### src/rtl/cpu_step_controller.sv
// Processor clock-enable generator: halt, programmable-rate run, debounced single-step
// and N-cycle burst modes, plus an executed-cycle counter and heartbeat LED.
module cpu_step_controller #(
    parameter int CNT_W           = 28,
    parameter int DEFAULT_DIV     = 50000000,
    parameter int DEBOUNCE_CYCLES = 1000000
) (
    input  logic             clock_in,
    input  logic             reset,
    input  logic [1:0]       mode,
    input  logic [CNT_W-1:0] div_value,
    input  logic             div_load,
    input  logic             step_btn,
    input  logic [15:0]      burst_len,
    input  logic             burst_start,
    output logic             cpu_ce,
    output logic             busy,
    output logic             burst_done,
    output logic [31:0]      cycle_count,
    output logic             tick_led
);

    localparam int DB_W = $clog2(DEBOUNCE_CYCLES + 1);
    localparam logic [1:0] MODE_RUN   = 2'b01;
    localparam logic [1:0] MODE_STEP  = 2'b10;
    localparam logic [1:0] MODE_BURST = 2'b11;

    typedef enum logic [2:0] {ST_HALT, ST_RUN, ST_STEP, ST_BURST, ST_DONE} state_t;

    state_t            state_reg, state_next;
    logic [CNT_W-1:0]  div_reg, div_next;
    logic [CNT_W-1:0]  prescaler_reg, prescaler_next;
    logic [15:0]       remaining_reg, remaining_next;
    logic              cpu_ce_reg, cpu_ce_next;
    logic              burst_done_reg, burst_done_next;
    logic [31:0]       cycle_count_reg;
    logic              tick_led_reg;
    logic              tick;

    logic [1:0]        sync_reg;
    logic [DB_W-1:0]   db_cnt_reg;
    logic              db_level_reg;
    logic              db_prev_reg;
    logic              step_pulse;

    // Button path: two-flop synchroniser, then the level only flips after a full run of
    // consecutive samples that disagree with it.
    always_ff @(posedge clock_in) begin
        if (reset) begin
            sync_reg     <= 2'b00;
            db_cnt_reg   <= '0;
            db_level_reg <= 1'b0;
            db_prev_reg  <= 1'b0;
        end else begin
            sync_reg    <= {sync_reg[0], step_btn};
            db_prev_reg <= db_level_reg;
            if (sync_reg[1] != db_level_reg) begin
                if (db_cnt_reg == DB_W'(DEBOUNCE_CYCLES - 1)) begin
                    db_level_reg <= sync_reg[1];
                    db_cnt_reg   <= '0;
                end else begin
                    db_cnt_reg <= db_cnt_reg + DB_W'(1);
                end
            end else begin
                db_cnt_reg <= '0;
            end
        end
    end

    assign step_pulse = db_level_reg & ~db_prev_reg;
    assign tick       = (prescaler_reg == div_reg - CNT_W'(1));

    always_comb begin
        state_next      = state_reg;
        remaining_next  = remaining_reg;
        cpu_ce_next     = 1'b0;
        burst_done_next = 1'b0;
        div_next        = div_reg;
        prescaler_next  = '0;

        case (state_reg)
            ST_HALT: begin
                if (mode == MODE_RUN) begin
                    state_next = ST_RUN;
                end else if (mode == MODE_STEP) begin
                    state_next = ST_STEP;
                end else if (mode == MODE_BURST && burst_start && burst_len != 16'd0) begin
                    state_next     = ST_BURST;
                    remaining_next = burst_len;
                end
            end
            ST_RUN: begin
                // A mode change beats a coincident tick: the abort issues no enable.
                if (mode != MODE_RUN) begin
                    state_next = ST_HALT;
                end else if (tick) begin
                    cpu_ce_next = 1'b1;
                end
            end
            ST_STEP: begin
                if (mode != MODE_STEP) begin
                    state_next = ST_HALT;
                end else if (step_pulse) begin
                    cpu_ce_next = 1'b1;
                end
            end
            ST_BURST: begin
                if (mode != MODE_BURST) begin
                    state_next     = ST_HALT;
                    remaining_next = 16'd0;
                end else if (tick) begin
                    cpu_ce_next    = 1'b1;
                    remaining_next = remaining_reg - 16'd1;
                    if (remaining_reg == 16'd1) begin
                        state_next      = ST_DONE;
                        burst_done_next = 1'b1;
                    end
                end
            end
            ST_DONE: state_next = ST_HALT;
            default: state_next = ST_HALT;
        endcase

        // Prescaler only runs while staying in a timed state; leaving clears it.
        if ((state_reg == ST_RUN || state_reg == ST_BURST) &&
            (state_next == ST_RUN || state_next == ST_BURST)) begin
            prescaler_next = tick ? '0 : prescaler_reg + CNT_W'(1);
        end

        if (div_load) begin
            div_next       = (div_value < CNT_W'(2)) ? CNT_W'(2) : div_value;
            prescaler_next = '0;
        end
    end

    always_ff @(posedge clock_in) begin
        if (reset) begin
            state_reg       <= ST_HALT;
            div_reg         <= CNT_W'(DEFAULT_DIV);
            prescaler_reg   <= '0;
            remaining_reg   <= 16'd0;
            cpu_ce_reg      <= 1'b0;
            burst_done_reg  <= 1'b0;
            cycle_count_reg <= 32'd0;
            tick_led_reg    <= 1'b0;
        end else begin
            state_reg      <= state_next;
            div_reg        <= div_next;
            prescaler_reg  <= prescaler_next;
            remaining_reg  <= remaining_next;
            cpu_ce_reg     <= cpu_ce_next;
            burst_done_reg <= burst_done_next;
            if (cpu_ce_next) begin
                cycle_count_reg <= cycle_count_reg + 32'd1;
                tick_led_reg    <= ~tick_led_reg;
            end
        end
    end

    assign cpu_ce      = cpu_ce_reg;
    assign burst_done  = burst_done_reg;
    assign cycle_count = cycle_count_reg;
    assign tick_led    = tick_led_reg;
    assign busy        = (state_reg == ST_RUN) || (state_reg == ST_BURST);

endmodule

### config.mk
export PLATFORM = sky130hd
export DESIGN_NAME = cpu_step_controller
export DESIGN_NICKNAME = d
export VERILOG_FILES = /design/src/rtl/cpu_step_controller.sv
export SDC_FILE = /design/constraint.sdc
export NUM_CORES = 1
export LEC_CHECK = 0
export CAP_MARGIN = 5
export CORE_ASPECT_RATIO = 0.7
export CORE_MARGIN = 1
export CORE_UTILIZATION = 25
export DETAILED_ROUTE_END_ITERATION = 8
export PLACE_DENSITY = 0.46
export SKIP_CTS_REPAIR_TIMING = 1
export SLEW_MARGIN = 0
export SYNTH_ARGS = -nofsm -noshare
export SYNTH_HDL_FRONTEND = slang
export SYNTH_SLANG_ARGS = --single-unit
### constraint.sdc
create_clock -name clock_in -period 3.25 [get_ports clock_in]
set_input_delay 0.4875 -clock clock_in [delete_from_list [all_inputs] [get_ports clock_in]]
set_output_delay 0.4875 -clock clock_in [all_outputs]
set_load 0.01 [all_outputs]
## After elaboration in Yosys (flattened, before gate mapping)

Cells that the tools add are included.

| word-level totals | value |
|---|---|
| output and inout bits | 36 |
| bits of input ports | 51 |
| word-level logic and storage cells | 80 |
| flip-flop bits (word level) | 134 |

| cells by class | value |
|---|---|
| magnitude comparators | 1 |
| add/subtract/negate cells | 5 |
| bitwise gates (word level) | 7 |
| mux-type cells | 23 |
| eq/ne operators | 19 |
| reduce and logical (&&, ||, !) cells | 13 |

Operators by type and width:

| cell | number |
|---|---|
| two-way mux 16 bit | 5 |
| adder 32 x 1 -> 32 bit (second input constant) | 1 |
| one-hot mux 16 bit (2 select lines) | 1 |
| adder 28 x 1 -> 28 bit (second input constant) | 1 |
| == test 28 bit | 1 |
| < comparator 28 x 2 -> 1 bit (second input constant) | 1 |
| two-way mux 28 bit | 1 |
| subtractor 28 x 1 -> 28 bit (second input constant) | 1 |
| two-way mux 3 bit | 8 |
| adder 20 x 1 -> 20 bit (second input constant) | 1 |
| == test 20 bit (second input constant) | 1 |
| == test 16 x 1 -> 1 bit (second input constant) | 1 |
| nonzero test 16 bit | 1 |
| subtractor 16 x 1 -> 16 bit (second input constant) | 1 |
| one-hot mux 3 bit (4 select lines) | 1 |
| inequality test 2 bit (second input constant) | 5 |
| == test 3 x 2 -> 1 bit (second input constant) | 3 |
| OR reduction 4 bit | 2 |
| == test 3 x 1 -> 1 bit (second input constant) | 2 |
| two-way mux 1 bit | 6 |
| NOT 1 bit | 6 |
| AND reduction 5 bit | 1 |
| == test 2 bit (second input constant) | 2 |
| logical AND 1 bit | 3 |
| other kinds (11) | 12 |

## Logic depth before layout (Yosys ltp)

Gate-level depths: netlist of run 1.

| logic depth | value |
|---|---|
| depth after elaboration | 12 |
| depth in mapped cells | 15 |
| gate-level depth less buffers | 11 |

## Least setup slack after synthesis of run 1

Ideal clock, no wire load.

| path | value |
|---|---|
| kind | flip-flop to flip-flop |
| from | register div_reg[4] |
| to | register cycle_count_reg[22], in the netlist cycle_count[22] |
| required time | 3180 ps |
| slack | 2 ps |
| stages on the path, launching flop included | 13 |
| path buffers | 3 |
| arrival | 3177 ps |
| library setup time | 70 ps |
| period minus slack after synthesis | 3248 ps |
| cells stage by stage | dfxtp_1 > buf_6 > nor4_4 > nand2_2 > or4_4 > a221oi_2 > nand4b_1 > nor3_2 > a31oi_1 > buf_6 > buf_6 > or4_1 > a21oi_1 |

| on the way | value |
|---|---|
| word-level cells in the longest chain between the ends | 5 |
| elaborated cells between the ends (all ways) | 6 |
| those cells by class | add/sub (1); eq/ne (1); mux (4) |

Ends and longest elaborated chain:

| element | RTL line | text |
|---|---|---|
| start, declared | 31 | `logic [CNT_W-1:0] div_reg, div_next;` |
| start signal, assigned | 139 | `div_reg <= CNT_W'(DEFAULT_DIV);` |
| start signal, assigned | 148 | `div_reg <= div_next;` |
| subtractor 28 x 1 -> 28 bit * | 71 | `assign tick = (prescaler_reg == div_reg - CNT_W'(1));` |
| == test 28 bit * | 71 |  |
| two-way mux 1 bit * | 96, 111 |  |
| two-way mux 1 bit (on tied branches) | 108, 94 |  |
| one-hot mux 1 bit (3 select lines) * | 81 | `case (state_reg)` |
| end signal, assigned | 154 | `cycle_count_reg <= cycle_count_reg + 32'd1;` |
| end, declared | 36 | `logic [31:0] cycle_count_reg;` |

Mark *: on every way between the ends. The rest lies on a longest branch, timed or not.
A chain may end at the register's enable or synchronous reset.

## Worst setup path after layout of run 1

| path | value |
|---|---|
| from | register div_reg[1] |
| to | register cycle_count_reg[5], in the netlist cycle_count[5] |

Same word-level chain as after synthesis.

==> results.sh, run 1 <==
export IMPL_overflow=0
export IMPL_placed_area_um2=8850
export IMPL_fin_hold_ws_ns=0.451
export IMPL_synth_edf_count=0
export IMPL_tns_ns=-0.418
export IMPL_slew_viol_final=0
export IMPL_drive_gt1_share_pct=16.8
export IMPL_start_util_pct=25.8
export IMPL_reg2reg_setup_slack_ns=-0.04
export IMPL_outcome="complete, but fails checks"
export IMPL_cts_tree="yes"
export IMPL_io_pins=87
export IMPL_ys_flop_type="dfxtp_1"
export IMPL_yosys_top_cells_area="dfxtp_1, nor2_1, xnor2_1"
export IMPL_cts_sinks=134
export IMPL_layout_cells_most_common="dfxtp_1"
export IMPL_dp_hpwl_mm=16.0
export IMPL_insertion_delay_ns=0.44
export IMPL_path_max_fanout=9
export IMPL_numCtsBuffers=17
export IMPL_die_area_um2=29800
export IMPL_grt_pass1_vias=6343
export IMPL_p_per_area_nw_per_um2=430
export IMPL_final_cell_mix="dfxtp_1, nor2_1, clkdlybuf4s50_1"
export IMPL_reg2reg_from="div_reg[1]"
export IMPL_ys_ff_latch=134
export IMPL_syn_instance_count=887
export IMPL_instances_no_fill=1394
export IMPL_setup_viol=15
export IMPL_finalHoldViolCount=0
export IMPL_htree_levels=4
export IMPL_path_class="flop to flop"
export IMPL_netlist_area_um2=7280
export IMPL_peakVddDrop_uv=259
export IMPL_drv_cap=0
export IMPL_die_w_um=206
export IMPL_leakagePower_nw=3.43
export IMPL_pre_cts_ws_ns=-0.0478
export IMPL_startpoint_type="flop"
export IMPL_cp_end_kind="flop"
export IMPL_tightest_slew_ns=0.694
export IMPL_crit_arrival_ns=3.66
export IMPL_largest_register_ffs=32
export IMPL_whs_path_depth=1
export IMPL_grt_pass1_wl_mm=34.6
export IMPL_totalWireLength_mm=22.7
export IMPL_clockBufferDepth=2
export IMPL_seq_area_frac_synth_pct=36.9
export IMPL_fin_nets=1068
export IMPL_hold_start="sync_reg[0]"
export IMPL_wl_per_cell_um=16.3
export IMPL_antennaDiodeCount=0
export IMPL_cts_root_buf="clkbuf_16"
export IMPL_violations="setup timing"
export IMPL_yosysWarningCount=0
export IMPL_place_congestion=0.846
export IMPL_placed_cells=1349
export IMPL_drt_iter0_markers=436
export IMPL_track_usage_pct=15.1
export IMPL_slew_headroom_pct=53.7
export IMPL_r2r_end="cycle_count[5]"
export IMPL_clkTransAtPathRegs_ns=0.06
export IMPL_antenna_left=0
export IMPL_drcViolationCount=0
export IMPL_antenna_found_initial=0
export IMPL_avgSynthCellArea_um2=8.20
export IMPL_async_flop_share_pct=0
export IMPL_fin_worst_skew_ns=0.00864
export IMPL_grt_max_degree=46
export IMPL_worstHoldEndpoint="sync_reg[1]"
export IMPL_die_h_um=145
export IMPL_fp_row_count=51
export IMPL_via_per_inst=4.92
export IMPL_synthesis_nets=944
export IMPL_core_um2=28200
export IMPL_cp_required_ns=3.62
export IMPL_post_route_util_pct=35.3
export IMPL_fmax_mhz=304
export IMPL_period_minus_slack_ns=3.29
export IMPL_fin_area_um2=9940
export IMPL_setup_slack_ns=-0.0444
export IMPL_hp_class="flop to flop"
export IMPL_reg2regPathDepth=12
export IMPL_p_total_mw=4.28
export IMPL_yosysUniqueCellTypes=64
export IMPL_synth_top_area_cell="dfxtp_1"
export IMPL_timing_final_crit_share_pct=101
export IMPL_grt_setup_unrepaired="yes"
export IMPL_vias=6853
export IMPL_port_buffer_count=86
export IMPL_area_growth_pct=36.7
export IMPL_drt_pass1_iter_count=5
export IMPL_synth_top_area_share_pct=36.9
[synth_stat cells, types with 5 or more instances]
library cell    n
nor2_1        109
a211oi_1       14
o21ai_0        29
ha_1            6
mux2i_1        27
nor4_1         22
nand2_1        66
xnor2_1        46
clkbuf_1       37
and2_1          7
o211ai_1        5
nand2b_1       10
inv_1          31
nor2b_1        10
a221oi_1       10
a21oi_1        43
or3_1          23
o31ai_1        15
nand3_1        37
and3_1         21
dfxtp_1       134
nor3_1         25
a31oi_1         5
xor2_1         37
or4_1          18
nand4_1        23
[layout make-up]
cell class	count	area [µm²]
fill	2945	18300
multi-input combinational	674	4510
sequential	134	2690
timing repair buffer	153	1530
clock buffer	22	474
tap	371	464
clock inverter	9	149
inverter	31	119
[cell families (layout without fill, tap and decap cells)]
family / Yosys count / count (layout) / synth area share [%]
buffers and inverters: 79 / 215 / 4.61
AO/OA/AOI/OAI: 156 / 156 / 14.5
XOR/XNOR: 83 / 83 / 9.99
AND/OR/NAND/NOR: 400 / 400 / 29.0
flip-flops: 134 / 134 / 36.9
adder cells (fa/ha/maj): 6 / 6 / 1.03
multiplexers: 29 / 29 / 4.02
[worst max-delay path by stage]
stage                    start           endpoint  slack, ns  cells past startpoint
floorplan           div_reg[4]    cycle_count[22]      0.002                     12
global placement    div_reg[0]    cycle_count[28]      -0.02                     13
detailed placement  div_reg[0]    cycle_count[22]      -0.05                     13
CTS                 div_reg[0]  remaining_reg[11]      -0.06                     12
global route        div_reg[1]     cycle_count[5]      -0.17                     13
finish              div_reg[1]     cycle_count[5]      -0.04                     12
[power by group]
group | internal, mW | switching (mW) | leakage, nW | total, mW
Sequential | 1.68 | 0.0447 | 1.09 | 1.72
Clock | 1.34 | 0.751 | 0.310 | 2.09
Combinational | 0.225 | 0.244 | 2.04 | 0.469
Total | 3.24 | 1.04 | 3.43 | 4.28
[metal layers]
layer	up-vias	wire, µm	global-route usage [%]
met3	20	1020	3.61
li1	3456	-	-
met1	3263	12400	22.8
met2	114	8960	20.6
met5	-	0	0
met4	0	269	4.80
[worst max-delay path, stage by stage, from the launching register on]
cell and delay, ns:
dfxtp_4 0.37, buf_6 0.12, nor4_4 0.29, nand2_2 0.12
or4_4 0.54, a221oi_2 0.27, nand4b_1 0.20, nor3_4 0.29
a31oi_4 0.20, clkbuf_16 0.22, buf_12 0.13, or3_4 0.36
a21oi_2 0.11
Power figures use the tool's default switching activity.
==> run 2, diff against run 1 <==
Settings changed: MAX_ROUTING_LAYER set to met4.
==> run 2 against run 1 <==
Against the previous run:
- the flow still finishes with violations (setup timing)
- sequential share of layout area did not move
- largest cell class unchanged
- clock power barely moved
- count of clock-buffer cells in the layout did not move
- critical endpoint unchanged
- highest routed layer unchanged
- critical path depth did not move
- non-clock buffer count did not move
==> results.sh, run 2 (synthesized netlist as in run 1, its figures left out) <==
export IMPL_antenna_found_initial=0
export IMPL_wl_per_cell_um=16.3
export IMPL_numCtsBuffers=17
export IMPL_via_per_inst=4.91
export IMPL_p_total_mw=4.28
export IMPL_totalWireLength_mm=22.7
export IMPL_hold_start="sync_reg[0]"
export IMPL_drv_cap=0
export IMPL_largest_register_ffs=32
export IMPL_ff_latch_area_um2=2690
export IMPL_final_cell_mix="dfxtp_1, nor2_1, clkdlybuf4s50_1"
export IMPL_peakVddDrop_uv=258
export IMPL_post_route_util_pct=35.3
export IMPL_tns_ns=-0.486
export IMPL_core_um2=28200
export IMPL_outcome="complete, but fails checks"
export IMPL_crit_start="div_reg[1]"
export IMPL_hp_class="flop to flop"
export IMPL_antenna_left=0
export IMPL_cts_root_buf="clkbuf_16"
export IMPL_drcViolationCount=0
export IMPL_cp_required_ns=3.62
export IMPL_port_buffer_count=86
export IMPL_clkTransAtPathRegs_ns=0.06
export IMPL_whs_path_depth=1
export IMPL_slew_viol_final=0
export IMPL_fin_worst_skew_ns=0.00939
export IMPL_period_minus_slack_ns=3.30
export IMPL_leakagePower_nw=3.43
export IMPL_die_w_um=206
export IMPL_reg2reg_from="div_reg[1]"
export IMPL_finalHoldViolCount=0
export IMPL_drt_iter0_markers=427
export IMPL_startpoint_type="flop"
export IMPL_track_usage_pct=15.5
export IMPL_n_fill_cell=2952
export IMPL_grt_pass1_wl_mm=34.6
export IMPL_die_h_um=145
export IMPL_grt_setup_unrepaired="yes"
export IMPL_timing_final_crit_share_pct=102
export IMPL_placed_area_um2=8850
export IMPL_layout_cells_most_common="dfxtp_1"
export IMPL_area_growth_pct=36.7
export IMPL_vias=6846
export IMPL_place_congestion=0.859
export IMPL_setup_viol=17
export IMPL_multi_input_area_um2=4510
export IMPL_clockBufferDepth=2
export IMPL_grt_pass1_vias=6355
export IMPL_dp_hpwl_mm=16.0
export IMPL_path_max_fanout=9
export IMPL_fin_hold_ws_ns=0.451
export IMPL_cp_end_kind="flop"
export IMPL_fin_nets=1068
export IMPL_tightest_slew_ns=0.686
export IMPL_path_class="flop to flop"
export IMPL_die_area_um2=29800
export IMPL_fin_area_um2=9940
export IMPL_setup_slack_ns=-0.0491
export IMPL_violations="setup timing"
export IMPL_slew_headroom_pct=54.3
export IMPL_cts_tree="yes"
export IMPL_p_per_area_nw_per_um2=430
export IMPL_insertion_delay_ns=0.44
export IMPL_reg2regPathDepth=12
export IMPL_crit_arrival_ns=3.67
export IMPL_fmax_mhz=303
export IMPL_fp_row_count=51
export IMPL_grt_max_degree=46
export IMPL_start_util_pct=25.8
export IMPL_htree_levels=4
export IMPL_io_pins=87
export IMPL_cts_sinks=134
export IMPL_drive_gt1_share_pct=16.8
export IMPL_antennaDiodeCount=0
export IMPL_overflow=0
export IMPL_drt_pass1_iter_count=6
-- run 2: cell types whose count changed in the layout (fill, tap and decap cells not counted) --
cell     before  now
o31ai_2       1    2
or3_1        18   19
o31ai_1      14   13
or3_4         5    4
-- run 2: final cells by class --
class,count,area share (%)
Multi-Input combinational cell,674,45.4
Sequential cell,134,27.1
Timing Repair Buffer,153,15.4
Clock buffer,22,4.77
Tap cell,371,4.67
Clock inverter,9,1.50
Inverter,31,1.20
-- run 2: where the power goes --
group          internal, mW  switching [mW]
Sequential             1.68          0.0444
Clock                  1.34           0.753
Combinational         0.225           0.244
-- run 2: per-layer routing --
layer / wire, µm / GRT usage, %
met1: 12500 / 22.8
met2: 8970 / 20.6
met3: 1000 / 3.43
met4: 267 / 4.80
met5: 0 / -
-- run 2: worst paths after layout --
kind         slack (ns)        endpoint
max reg2reg       -0.05  cycle_count[5]
max               -0.05  cycle_count[5]
min                0.45     sync_reg[1]
min reg2reg        0.45     sync_reg[1]
-- run 2: stage by stage --
stage	setup WS, ns	std cells
final	-0.0491	1394
after global routing	-0.170	1394
after CTS	-0.0621	1380
after detailed placement	-0.0478	1349
after global placement	-0.0180	1349
after floorplan	0.00218	887
-- run 2: critical path, stage by stage (launching register included) --
cell and delay, ns:
dfxtp_4 0.37, buf_6 0.12, nor4_4 0.29, nand2_2 0.12, or4_4 0.54, a221oi_2 0.27
nand4b_1 0.20, nor3_4 0.29, a31oi_4 0.20, clkbuf_16 0.22, buf_12 0.13, or3_4 0.36
a21oi_2 0.11
==> run 3, diff against run 2 <==
Settings changed: GPL_TIMING_DRIVEN set to 0, PLACE_DENSITY 0.46 to 0.44.
Clock period 3.25 ns to 3.5 ns, I/O delays scaled along.
==> run 3 against run 2 <==
Against the previous run:
- the run now ends clean
- sequential power down 7%
- sequential share of layout area up 1.3 points
- count of clock-buffer cells in the layout up 5
- critical path depth up 3
- combinational power down 13%
- first-iteration DRC count down 3.7%
- clock skew up 0.0044 ns
- critical path type unchanged
- critical endpoint is now cycle_count[16]
- highest routed layer unchanged
==> results.sh, run 3 (synthesized netlist as in run 1, its figures left out) <==
export IMPL_totalWireLength_mm=23.1
export IMPL_pwr_share_seq_pct=44.0
export IMPL_via_per_inst=4.87
export IMPL_drive_gt1_share_pct=10.9
export IMPL_clkPwrFrac_pct=44.8
export IMPL_place_congestion=0.826
export IMPL_area_growth_pct=30.4
export IMPL_die_w_um=206
export IMPL_slew_viol_final=0
export IMPL_post_route_util_pct=33.6
export IMPL_overflow=0
export IMPL_io_pins=87
export IMPL_n_fill_cell=2970
export IMPL_period_minus_slack_ns=3.41
export IMPL_grt_pass1_wl_mm=35.8
export IMPL_switching_share_pct=25.4
export IMPL_timing_final_crit_share_pct=97.3
export IMPL_leakagePower_nw=3.16
export IMPL_net_switching_power_uw=924
export IMPL_hp_class="flop to flop"
export IMPL_clockBufferDepth=2
export IMPL_setup_viol=0
export IMPL_track_usage_pct=16.3
export IMPL_fmax_mhz=294
export IMPL_insertion_delay_ns=0.43
export IMPL_cts_root_buf="clkbuf_16"
export IMPL_placed_cells=1342
export IMPL_htree_levels=4
export IMPL_dp_hpwl_mm=17.3
export IMPL_slew_headroom_pct=34.4
export IMPL_numCtsBuffers=17
export IMPL_die_h_um=145
export IMPL_crit_arrival_ns=3.77
export IMPL_pwr_share_comb_pct=11.2
export IMPL_cts_sinks=134
export IMPL_setup_slack_ns=0.0945
export IMPL_instances_no_fill=1394
export IMPL_core_um2=28200
export IMPL_outcome="completed"
export IMPL_antenna_left=0
export IMPL_fin_nets=1068
export IMPL_grt_pass1_vias=6200
export IMPL_antenna_found_initial=0
export IMPL_layout_cells_most_common="dfxtp_1"
export IMPL_grt_max_degree=17
export IMPL_cp_end_kind="flop"
export IMPL_p_per_area_nw_per_um2=384
export IMPL_ff_latch_area_um2=2690
export IMPL_fp_row_count=51
export IMPL_tightest_slew_ns=0.975
export IMPL_startpoint_type="flop"
export IMPL_fin_worst_skew_ns=0.0138
export IMPL_pre_cts_ws_ns=-0.719
export IMPL_cts_tree="yes"
export IMPL_path_class="flop to flop"
export IMPL_drcViolationCount=0
export IMPL_path_max_fanout=8
export IMPL_wl_per_cell_um=16.6
export IMPL_port_buffer_count=84
export IMPL_cp_required_ns=3.86
export IMPL_die_area_um2=29800
export IMPL_clkTransAtPathRegs_ns=0.06
export IMPL_drt_iter0_markers=411
export IMPL_finalHoldViolCount=0
export IMPL_drt_pass1_iter_count=4
export IMPL_vias=6795
export IMPL_final_cell_mix="dfxtp_1, nor2_1, clkdlybuf4s50_1"
export IMPL_peakVddDrop_uv=277
export IMPL_drv_cap=0
export IMPL_internal_power_mw=2.72
export IMPL_largest_register_ffs=32
export IMPL_start_util_pct=25.8
export IMPL_multi_input_area_um2=4440
export IMPL_antennaDiodeCount=0
-- run 3: changes by cell type in the layout (fill, tap and decap cells not counted), sizes merged --
| cell | delta |
|---|---|
| clkinv | -1 |
| bufinv | -4 |
| buf | -26 |
| clkbuf | +31 |
-- run 3: layer usage --
layer | up-vias | share of wire, % | GRT usage [%]
li1 | 3463 | - | -
met1 | 3168 | 56 | 25.2
met2 | 151 | 38 | 20.2
met3 | 13 | 5.3 | 3.74
met4 | 0 | 0.83 | 4.18
met5 | - | 0 | -
-- run 3: area by class of cell --
class / instances / share of cell area, %
repair buffers: 110 / 10.9
multi-input cells: 674 / 46.8
plain buffers: 43 / 2.28
inverters: 31 / 1.23
clock inverters: 4 / 0.211
well taps: 371 / 4.89
flip-flops and latches: 134 / 28.3
clock buffers: 27 / 5.30
-- run 3: per-stage QoR --
step	hold slack [ns]	area (µm²)	power, mW	TNS [ns]
3_3_place_gp	0.432	8580	2.01	-37.02
4_1_cts	0.456	9100	3.67	-37.77
3_5_place_dp	0.440	8580	2.01	-36.16
2_1_floorplan	0.414	7280	1.86	0
5_1_grt	0.461	9490	3.82	-0.238
6_report	0.449	9490	3.64	0
-- run 3: critical path: stages (launching register included) --
cell and delay (ns):
dfxtp_1 0.30, buf_6 0.13, nor4_4 0.25, buf_4 0.19, nand2_2 0.07, buf_6 0.13, buf_4 0.15, nor3_1 0.15
a31oi_1 0.12, or4_4 0.54, a21oi_4 0.19, a31oi_4 0.13, buf_4 0.16, buf_2 0.15, or4_1 0.52, a21oi_2 0.14
-- run 3: final timing paths --
path | from | endpoint | slack [ns] | cells past startpoint
min reg2reg | sync_reg[0] | sync_reg[1] | 0.45 | 1
max reg2reg | div_reg[5] | cycle_count[16] | 0.09 | 15
max | div_reg[5] | cycle_count[16] | 0.09 | 15
min | sync_reg[0] | sync_reg[1] | 0.45 | 1
-- run 3: power by group through the flow --
stage	Sequential [mW]	Clock, mW	Combinational, mW
2_1_floorplan	1.62	0	0.239
3_3_place_gp	1.63	0	0.384
3_5_place_dp	1.63	0	0.383
4_1_cts	1.59	1.69	0.385
5_1_grt	1.61	1.76	0.450
6_report	1.60	1.63	0.409
